File: config.mk
export PLATFORM = sky130hd
export DESIGN_NAME = rxuart
export DESIGN_NICKNAME = d
export VERILOG_FILES = /design/src/rtl/rxuart.sv
export SDC_FILE = /design/constraint.sdc
export NUM_CORES = 1
export LEC_CHECK = 0
export CAP_MARGIN = 20
export CORE_ASPECT_RATIO = 0.5
export CORE_MARGIN = 5
export CORE_UTILIZATION = 40
export CTS_BUF_LIST = sky130_fd_sc_hd__clkbuf_8
export CTS_CLUSTER_DIAMETER = 200
export DETAILED_ROUTE_END_ITERATION = 7
export GPL_ROUTABILITY_DRIVEN = 0
export PLACE_DENSITY = 0.6
export SETUP_SLACK_MARGIN = 0.1
export SKIP_CTS_REPAIR_TIMING = 1
export SLEW_MARGIN = 5
export SYNTH_ARGS = -nofsm -noshare
export SYNTH_HDL_FRONTEND = slang
export SYNTH_SLANG_ARGS = --single-unit
export TNS_END_PERCENT = 20
File: constraint.sdc
create_clock -name i_clk -period 2.8 [get_ports i_clk]
set_input_delay 0.56 -clock i_clk [delete_from_list [all_inputs] [get_ports i_clk]]
set_output_delay 0.56 -clock i_clk [all_outputs]
set_load 0.01 [all_outputs]
File: src/rtl/rxuart.sv
// rxuart: asynchronous serial receiver, 8N1 framing by default.
// Optional feature: define RXUART_PARITY_EN for 8E1 framing with o_parity_err.
// The line is resynchronised, the start bit is validated at mid-bit, and every
// following bit is sampled one bit period later.
module rxuart #(
  parameter int unsigned CLOCK_FREQUENCY = 16_000_000,
  parameter int unsigned BAUD_RATE       = 115_200
) (
  input  logic       i_clk,
  input  logic       i_reset,
  input  logic       i_uart_rx,
  output logic [7:0] o_data,
  output logic       o_valid,
  output logic       o_busy,
`ifdef RXUART_PARITY_EN
  output logic       o_parity_err,
`endif
  output logic       o_frame_err
);

  localparam int unsigned BIT_TICKS  = CLOCK_FREQUENCY / BAUD_RATE;
  localparam int unsigned HALF_TICKS = BIT_TICKS / 2;
  localparam logic [15:0] BIT_RELOAD  = 16'(BIT_TICKS - 1);
  localparam logic [15:0] HALF_RELOAD = 16'(HALF_TICKS - 1);

  typedef enum logic [2:0] {
    S_IDLE,
    S_START,
    S_DATA,
`ifdef RXUART_PARITY_EN
    S_PARITY,
`endif
    S_STOP,
    S_BREAK
  } state_t;

  state_t      state, state_n;
  logic        rx_meta, rx_sync;
  logic [15:0] cnt, cnt_n;
  logic [2:0]  idx, idx_n;
  logic [7:0]  shift, shift_n;
  logic [7:0]  data_n;
  logic        valid_n, ferr_n;
`ifdef RXUART_PARITY_EN
  logic        par, par_n;
  logic        perr_n;
`endif

  // Two-flop synchronizer on the asynchronous serial line (idles high).
  always_ff @(posedge i_clk or posedge i_reset) begin
    if (i_reset) begin
      rx_meta <= 1'b1;
      rx_sync <= 1'b1;
    end else begin
      rx_meta <= i_uart_rx;
      rx_sync <= rx_meta;
    end
  end

  // State register for the frame FSM, datapath and registered strobes.
  always_ff @(posedge i_clk or posedge i_reset) begin
    if (i_reset) begin
      state       <= S_IDLE;
      cnt         <= '0;
      idx         <= '0;
      shift       <= '0;
      o_data      <= '0;
      o_valid     <= 1'b0;
      o_frame_err <= 1'b0;
`ifdef RXUART_PARITY_EN
      par          <= 1'b0;
      o_parity_err <= 1'b0;
`endif
    end else begin
      state       <= state_n;
      cnt         <= cnt_n;
      idx         <= idx_n;
      shift       <= shift_n;
      o_data      <= data_n;
      o_valid     <= valid_n;
      o_frame_err <= ferr_n;
`ifdef RXUART_PARITY_EN
      par          <= par_n;
      o_parity_err <= perr_n;
`endif
    end
  end

  // Next-state and datapath logic; every sample is taken when cnt reaches 0.
  always_comb begin
    state_n = state;
    cnt_n   = cnt;
    idx_n   = idx;
    shift_n = shift;
    data_n  = o_data;
    valid_n = 1'b0;
    ferr_n  = 1'b0;
`ifdef RXUART_PARITY_EN
    par_n   = par;
    perr_n  = 1'b0;
`endif
    case (state)
      S_IDLE: begin
        if (!rx_sync) begin
          cnt_n   = HALF_RELOAD;
          state_n = S_START;
        end
      end
      S_START: begin
        if (cnt == '0) begin
          if (!rx_sync) begin
            idx_n   = '0;
            cnt_n   = BIT_RELOAD;
            state_n = S_DATA;
          end else begin
            state_n = S_IDLE;
          end
        end else begin
          cnt_n = cnt - 16'd1;
        end
      end
      S_DATA: begin
        if (cnt == '0) begin
          shift_n = {rx_sync, shift[7:1]};
          cnt_n   = BIT_RELOAD;
          if (idx == 3'd7) begin
`ifdef RXUART_PARITY_EN
            state_n = S_PARITY;
`else
            state_n = S_STOP;
`endif
          end else begin
            idx_n = idx + 3'd1;
          end
        end else begin
          cnt_n = cnt - 16'd1;
        end
      end
`ifdef RXUART_PARITY_EN
      S_PARITY: begin
        if (cnt == '0) begin
          par_n   = rx_sync;
          cnt_n   = BIT_RELOAD;
          state_n = S_STOP;
        end else begin
          cnt_n = cnt - 16'd1;
        end
      end
`endif
      S_STOP: begin
        if (cnt == '0) begin
          if (rx_sync) begin
            data_n  = shift;
            valid_n = 1'b1;
`ifdef RXUART_PARITY_EN
            perr_n  = ^{shift, par};
`endif
            // Leaving at mid-stop-bit lets the next start edge be caught at once.
            state_n = S_IDLE;
          end else begin
            ferr_n  = 1'b1;
            state_n = S_BREAK;
          end
        end else begin
          cnt_n = cnt - 16'd1;
        end
      end
      S_BREAK: begin
        if (rx_sync) state_n = S_IDLE;
      end
      default: state_n = S_IDLE;
    endcase
  end

  assign o_busy = (state != S_IDLE);

endmodule

==> results of run 1 <==
[layout by cell type, fill, tap and decap left out, drive strengths merged, types with 3 or more instances in the layout]
master,n
a21oi,17
a22o,4
a31oi,5
buf,4
clkbuf,5
clkdlybuf4s50,13
dfrtp,40
ha,3
inv,7
mux2,16
mux2i,3
nand2,10
nand3,4
nor2,21
nor3,8
nor3b,3
nor4,3
o21ai,3
o22a,3
o31ai,3
or3,3
xor2,3
[layer usage]
layer	vias to the layer above	routed length (um)	part of all wire [%]
li1	730	-	-
met1	757	1997	50
met2	31	1727	43
met3	9	211	5.3
met4	0	53	1.3
met5	-	0	0
[kinds of logic (layout without fill, tap and decap cells)]
family | Yosys count | count (layout)
compound gates | 45 | 45
flops | 42 | 42
xor+xnor | 4 | 4
buf+inv | 13 | 31
mux | 19 | 19
simple gates | 65 | 65
fa+ha+maj | 3 | 3
[worst paths after layout]
kind                          from   endpoint  slack (ps)  depth (start not counted)
max                         cnt[0]  o_data[1]         430                          7
min                        rx_meta    rx_sync         360                          0
max reg2reg                 cnt[0]  o_data[1]         430                          7
min reg2reg                rx_meta    rx_sync         360                          0
max in group asynchronous  i_reset    rx_sync        1730                          3
min in group asynchronous  i_reset  o_data[6]         690                          3
[power breakdown]
part           leakage [nW]  switching, mW  total [mW]  internal, mW
Sequential            0.566        0.00149       0.610         0.609
Clock                0.0585          0.219       0.486         0.267
Combinational         0.464         0.0136      0.0180       0.00433
[worst register-to-register path, delay by kind of cell, from the launching register on]
| family | cells | cell delay [ps] |
|---|---|---|
| flip-flops | 1 | 410 |
| adder cells (fa/ha/maj) | 1 | 200 |
| buffers and inverters | 1 | 90 |
| multiplexers | 1 | 380 |
| AND/OR/NAND/NOR | 4 | 1190 |
[stage by stage]
step	setup WS (ps)	utilization (%)	power, mW
2_1_floorplan	680.1	-	0.6327
6_report	434.8	48.06	1.114
4_1_cts	438.5	48.06	1.134
5_1_grt	198.1	48.06	1.164
3_3_place_gp	503.2	45.78	0.6411
3_5_place_dp	446.0	45.78	0.6414
[state kept, by name, summed over array words and instances (netlist names)]
| name | flops |
|---|---|
| cnt | 16 |
| rx_sync | 1 |
| o_valid | 1 |
| state | 3 |
| rx_meta | 1 |
| idx | 3 |
| shift | 8 |
| o_data | 8 |
| o_frame_err | 1 |
[cell type report]
| class | count | area, sq um |
|---|---|---|
| multi-input cells | 136 | 944.7 |
| inverters | 6 | 22.52 |
| clock buffers | 5 | 68.82 |
| fillers | 467 | 2574 |
| flip-flops and latches | 42 | 1054 |
| clock inverters | 3 | 43.79 |
| repair buffers | 17 | 160.2 |
| well taps | 70 | 87.58 |
==> implementation parameters, run 1 <==
Parameter                              Value

Outcome
  Outcome    complete, no violations

Synth
  Cell type with the largest total area after synthesis    dfrtp_1
  Area of the mapped netlist    2062 sq um
  Complex-gate fraction of the synthesized area    14.75%
  Gate Count Post-Synth    191
  Yosys warns    0
  Number of register bits inferred by synthesis    42
  Multiplexer share of the synthesized area    10.19%
  Simple-gate share of the synthesized area    17.35%
  Count of flip-flops with a built-in enable after synthesis    0
  Leading post-synthesis cells by cell area    dfrtp_1 (49%), mux2_2 (8.7%), a21oi_1 (4.1%)
  Synthesized area per cell    10.80 sq um
  Most common library cells after synthesis    dfrtp_1 (40), nor2_1 (21), a21oi_1 (17)
  Most instantiated library cell after synthesis    dfrtp_1
  Combinational family with the most area after synthesis    simple AND/OR/NAND/NOR gates
  Distinct cells, synth    50
  Xor-xnor portion of the synthesized cell area    1.699%
  Post-synth top area share    48.54%
  Post-Synth Adder-Cell Area    1.820%
  Share of async-settable or async-resettable flops after synthesis    100.0%
  Primary flip-flop cell chosen by synthesis mapping    dfrtp_1
  Syn Nets    197
  Share of the yosys chip area belonging to registers    51.09%

Layout
  Final Instance Count excl. Fillers    279
  Area added between synthesis and finish    15.47%
  Final instance area    2381 sq um
  Total inserted antenna cells    0
  Final nets    214
  Share of layout cells above drive strength 1    17.70%

Global routing
  Largest net degree at the start of global routing    43
  GRT met1 Usage    18.59%
  Overflow after GRT    0
  GRT Util Overall    13.48%
  Via count of the first global-routing pass    1523
  Global routing's busiest layer    met2
  Met2 Use GR    20.57%
  Global-route wire length before repair    7307 um
  Initial antenna violation count    0
  Met3 Resource Use GR    3.785%

Route
  DR vias    1527
  Drc violations    0
  Routed wirelength normalized by instance count    14.30 um
  Final routed wirelength across all metal layers    3989 um
  Number of antenna-violating nets in the routed design    0
  Average via count per standard cell    5.473
  Drt first-iter violations    91
  Count of TritonRoute iterations in the first routing pass    4

Worst setup path
  Cell Chain, Critical Path    inv_1, ha_1, nor3b_1, nand2_1, nor2_1, and3_1, mux2_2
  Cell with the biggest individual delay on the critical path    and3_1
  Crit-path max FO    9
  Signal arrival time at the worst endpoint    2550 ps
  Critical path launch point type    register
  Slowest cell delay on critical path    430 ps
  Crit path required time    2990 ps
  Count of buffering cells on the critical path with inverters included    1
  Crit. End Element    register
  Crit path kind    reg -> reg
  Top cell family by delay on the critical path    simple AND/OR/NAND/NOR gates

STA
  Worst-margin pin slew    528.9 ps
  Normalized max-slew margin    64.42%
  Hold Worst Slack    361.8 ps
  Worst-case clock skew    4.877 ps
  Number of pins exceeding their max-slew limit in the final report    0
  Portion of the clock cycle consumed by the worst path in the final layout    84.47%
  Final TNS setup    0 ps
  Post-layout min period    2365 ps
  Count of endpoints failing setup in the final report    0
  Achievable frequency    422.8 MHz
  Setup repair after global routing missed its margin    no
  Hold Violations, Final    0

Die
  Boundary Pins    14
  Core area    4955 sq um
  Die span in y    60.77 um
  Number of cell rows    18
  Die Area    6778 sq um
  Die width    111.5 um
  Initial core utilization    41.62%

Placement
  Area after DPL    2268 sq um
  Inst Count DP    271
  DPL Wire Length    2724 um
  Number of port buffers    13

Min path
  Classification of the worst-slack hold path    reg -> reg

Clocking
  # clock sinks    42
  Root Buffer Master    clkbuf_8
  Clock Path Buffers    2
  Cts bufs inserted    5
  Clock tree from TritonCTS    built
  Register clock-pin slew on the reported worst setup and hold paths    90 ps
  Total number of H-tree levels    2
  Insertion delay to the later sink of the worst-skew pair    290 ps

Run
  Max-cap violations    0

Power
  Worst IR Drop VDD    0.2107 mV
  Power density cells    468.1 nW/um^2
  Leakage component of the power    1.089 nW
(Power assumes the default switching activity.)
==> run 2: changes to the inputs <==
--- a/config.mk
+++ b/config.mk
@@ -13,7 +13,7 @@
 export CTS_CLUSTER_DIAMETER = 200
 export DETAILED_ROUTE_END_ITERATION = 7
 export GPL_ROUTABILITY_DRIVEN = 0
-export PLACE_DENSITY = 0.6
+export PLACE_DENSITY = 0.62
 export SETUP_SLACK_MARGIN = 0.1
 export SKIP_CTS_REPAIR_TIMING = 1
 export SLEW_MARGIN = 5
==> constraint.sdc (replaced) <==
create_clock -name i_clk -period 2.1 [get_ports i_clk]
set_input_delay 0.42 -clock i_clk [delete_from_list [all_inputs] [get_ports i_clk]]
set_output_delay 0.42 -clock i_clk [all_outputs]
set_load 0.01 [all_outputs]
==> implementation parameters, run 2 (synthesis results as in run 1) <==
Parameter                              Value

Outcome
  Outcome    complete, no violations

STA
  Worst-margin pin slew    544.0 ps
  Worst-case clock skew    11.03 ps
  Setup repair after global routing missed its margin    yes
  Portion of the clock cycle consumed by the worst path in the final layout    94.61%
  Hold Violations, Final    0
  Normalized max-slew margin    63.40%
  Count of endpoints failing setup in the final report    0
  Number of pins exceeding their max-slew limit in the final report    0
  Final TNS setup    0 ps
  Hold Worst Slack    357.9 ps
  Post-layout min period    1987 ps
  Achievable frequency    503.3 MHz

Route
  Drc violations    0
  Drt first-iter violations    83
  Number of antenna-violating nets in the routed design    0
  DR vias    1598
  Average via count per standard cell    5.309
  Routed wirelength normalized by instance count    14.64 um
  Final routed wirelength across all metal layers    4407 um
  Count of TritonRoute iterations in the first routing pass    4

Global routing
  Overflow after GRT    0
  Global-route wire length before repair    7113 um
  Via count of the first global-routing pass    1497
  Met3 Resource Use GR    2.689%
  GRT met1 Usage    17.65%
  Met2 Use GR    21.17%
  GRT Util Overall    13.04%
  Global routing's busiest layer    met2
  Largest net degree at the start of global routing    43
  Initial antenna violation count    0

Power
  Power density cells    519.4 nW/um^2
  Clk pwr share    39.0%
  Sw frac    23.29%
  Leakage component of the power    1.209 nW
  Net Sw Power    0.3215 mW
  Worst IR Drop VDD    0.4512 mV
  Logic pwr share    2.0%
  Internal power component    1.059 mW
  Sequential power share    58.9%

Die
  Die Area    6778 sq um
  Core area    4955 sq um
  Number of cell rows    18
  Boundary Pins    14
  Die span in y    60.77 um
  Die width    111.5 um
  Initial core utilization    41.62%

Clocking
  Clock Path Buffers    2
  Total number of H-tree levels    2
  # clock sinks    42
  Register clock-pin slew on the reported worst setup and hold paths    90 ps
  Clock tree from TritonCTS    built
  Insertion delay to the later sink of the worst-skew pair    300 ps
  Root Buffer Master    clkbuf_8
  Cts bufs inserted    5

Layout
  Final nets    236
  Leading cell type in the layout, fill and taps excluded    dfrtp_1
  Flip-flop count of the largest register after layout    16
  Final Instance Count excl. Fillers    301
  Share of layout cells above drive strength 1    31.17%
  Count of fill cells added during filler insertion    445
  Area added between synthesis and finish    28.88%
  Top flop regs    cnt (16), o_data (8), shift (8)
  Total inserted antenna cells    0
  Most frequent cells in the layout    dfrtp_1 (37), buf_4 (23), nor2_1 (20)
  Register with the highest flop count    cnt

Min path
  Classification of the worst-slack hold path    reg -> reg

Placement
  DPL Wire Length    2914 um
  Inst Count DP    283
  Number of port buffers    13

Run
  Max-cap violations    0

Worst setup path
  Crit-path max FO    4
  Crit path required time    2290 ps
  Signal arrival time at the worst endpoint    2180 ps
  Crit path kind    reg -> reg
  Crit. End Element    register
  Critical path launch point type    register
run 2: changes by cell type in the layout (fill, tap and decap cells not counted), moves of 3 or more:
cell     change
mux2_2       -4
dfrtp_1      -3
dfrtp_2      +3
buf_4       +19
mux2_4       +4
run 2: power groups by stage:
stage               Sequential [mW]  Clock (mW)  Combinational, mW
floorplan                     0.829           0             0.0148
global placement              0.830           0             0.0296
detailed placement            0.830           0             0.0301
CTS                           0.814       0.558             0.0300
global route                  0.814       0.594             0.0335
finish                        0.814       0.538             0.0282
run 2: final cells by class:
cell class | instances | area (sq um) | share of cell area (%)
flip-flops and latches | 42 | 1057 | 39.78
multi-input cells | 136 | 1027 | 38.65
clock buffers | 5 | 68.82 | 2.589
inverters | 6 | 22.52 | 0.8475
well taps | 70 | 87.58 | 3.296
clock inverters | 3 | 23.77 | 0.8945
repair buffers | 39 | 370.4 | 13.94
run 2: per-stage QoR:
step | instance area [sq um] | power, mW | setup WS [ps] | utilization, %
2_1_floorplan | 2067 | 0.8435 | 131.4 | -
3_3_place_gp | 2389 | 0.8592 | 131.6 | 48.21
3_5_place_dp | 2389 | 0.8596 | 90.97 | 48.21
4_1_cts | 2481 | 1.401 | 9.373 | 50.08
5_1_grt | 2658 | 1.442 | 38.68 | 53.64
6_report | 2658 | 1.380 | 113.1 | 53.64
run 2: routing by layer:
metal  up-vias  wire length, um
met5         -                0
met4         0               51
met3         4              173
met2        33             2026
met1       788             2155
li1        773                -
run 2: critical path: stages, from the launching register on:
cell	delay, ps
dfrtp_1	410
inv_2	100
ha_4	130
nor3b_4	260
nand2_2	170
nor2_4	120
and3_4	230
clkbuf_16	140
mux2_2	320
run 2: path summary, 6_finish.rpt:
path                         start        end  slack [ps]  depth (start not counted)
min in group asynchronous  i_reset  o_data[7]         470                          3
setup reg to reg            cnt[1]  o_data[6]         110                          8
hold reg to reg            rx_meta    rx_sync         360                          0
max in group asynchronous  i_reset    rx_sync        1370                          3
setup / recovery            cnt[1]  o_data[6]         110                          8
hold / removal             rx_meta    rx_sync         360                          0
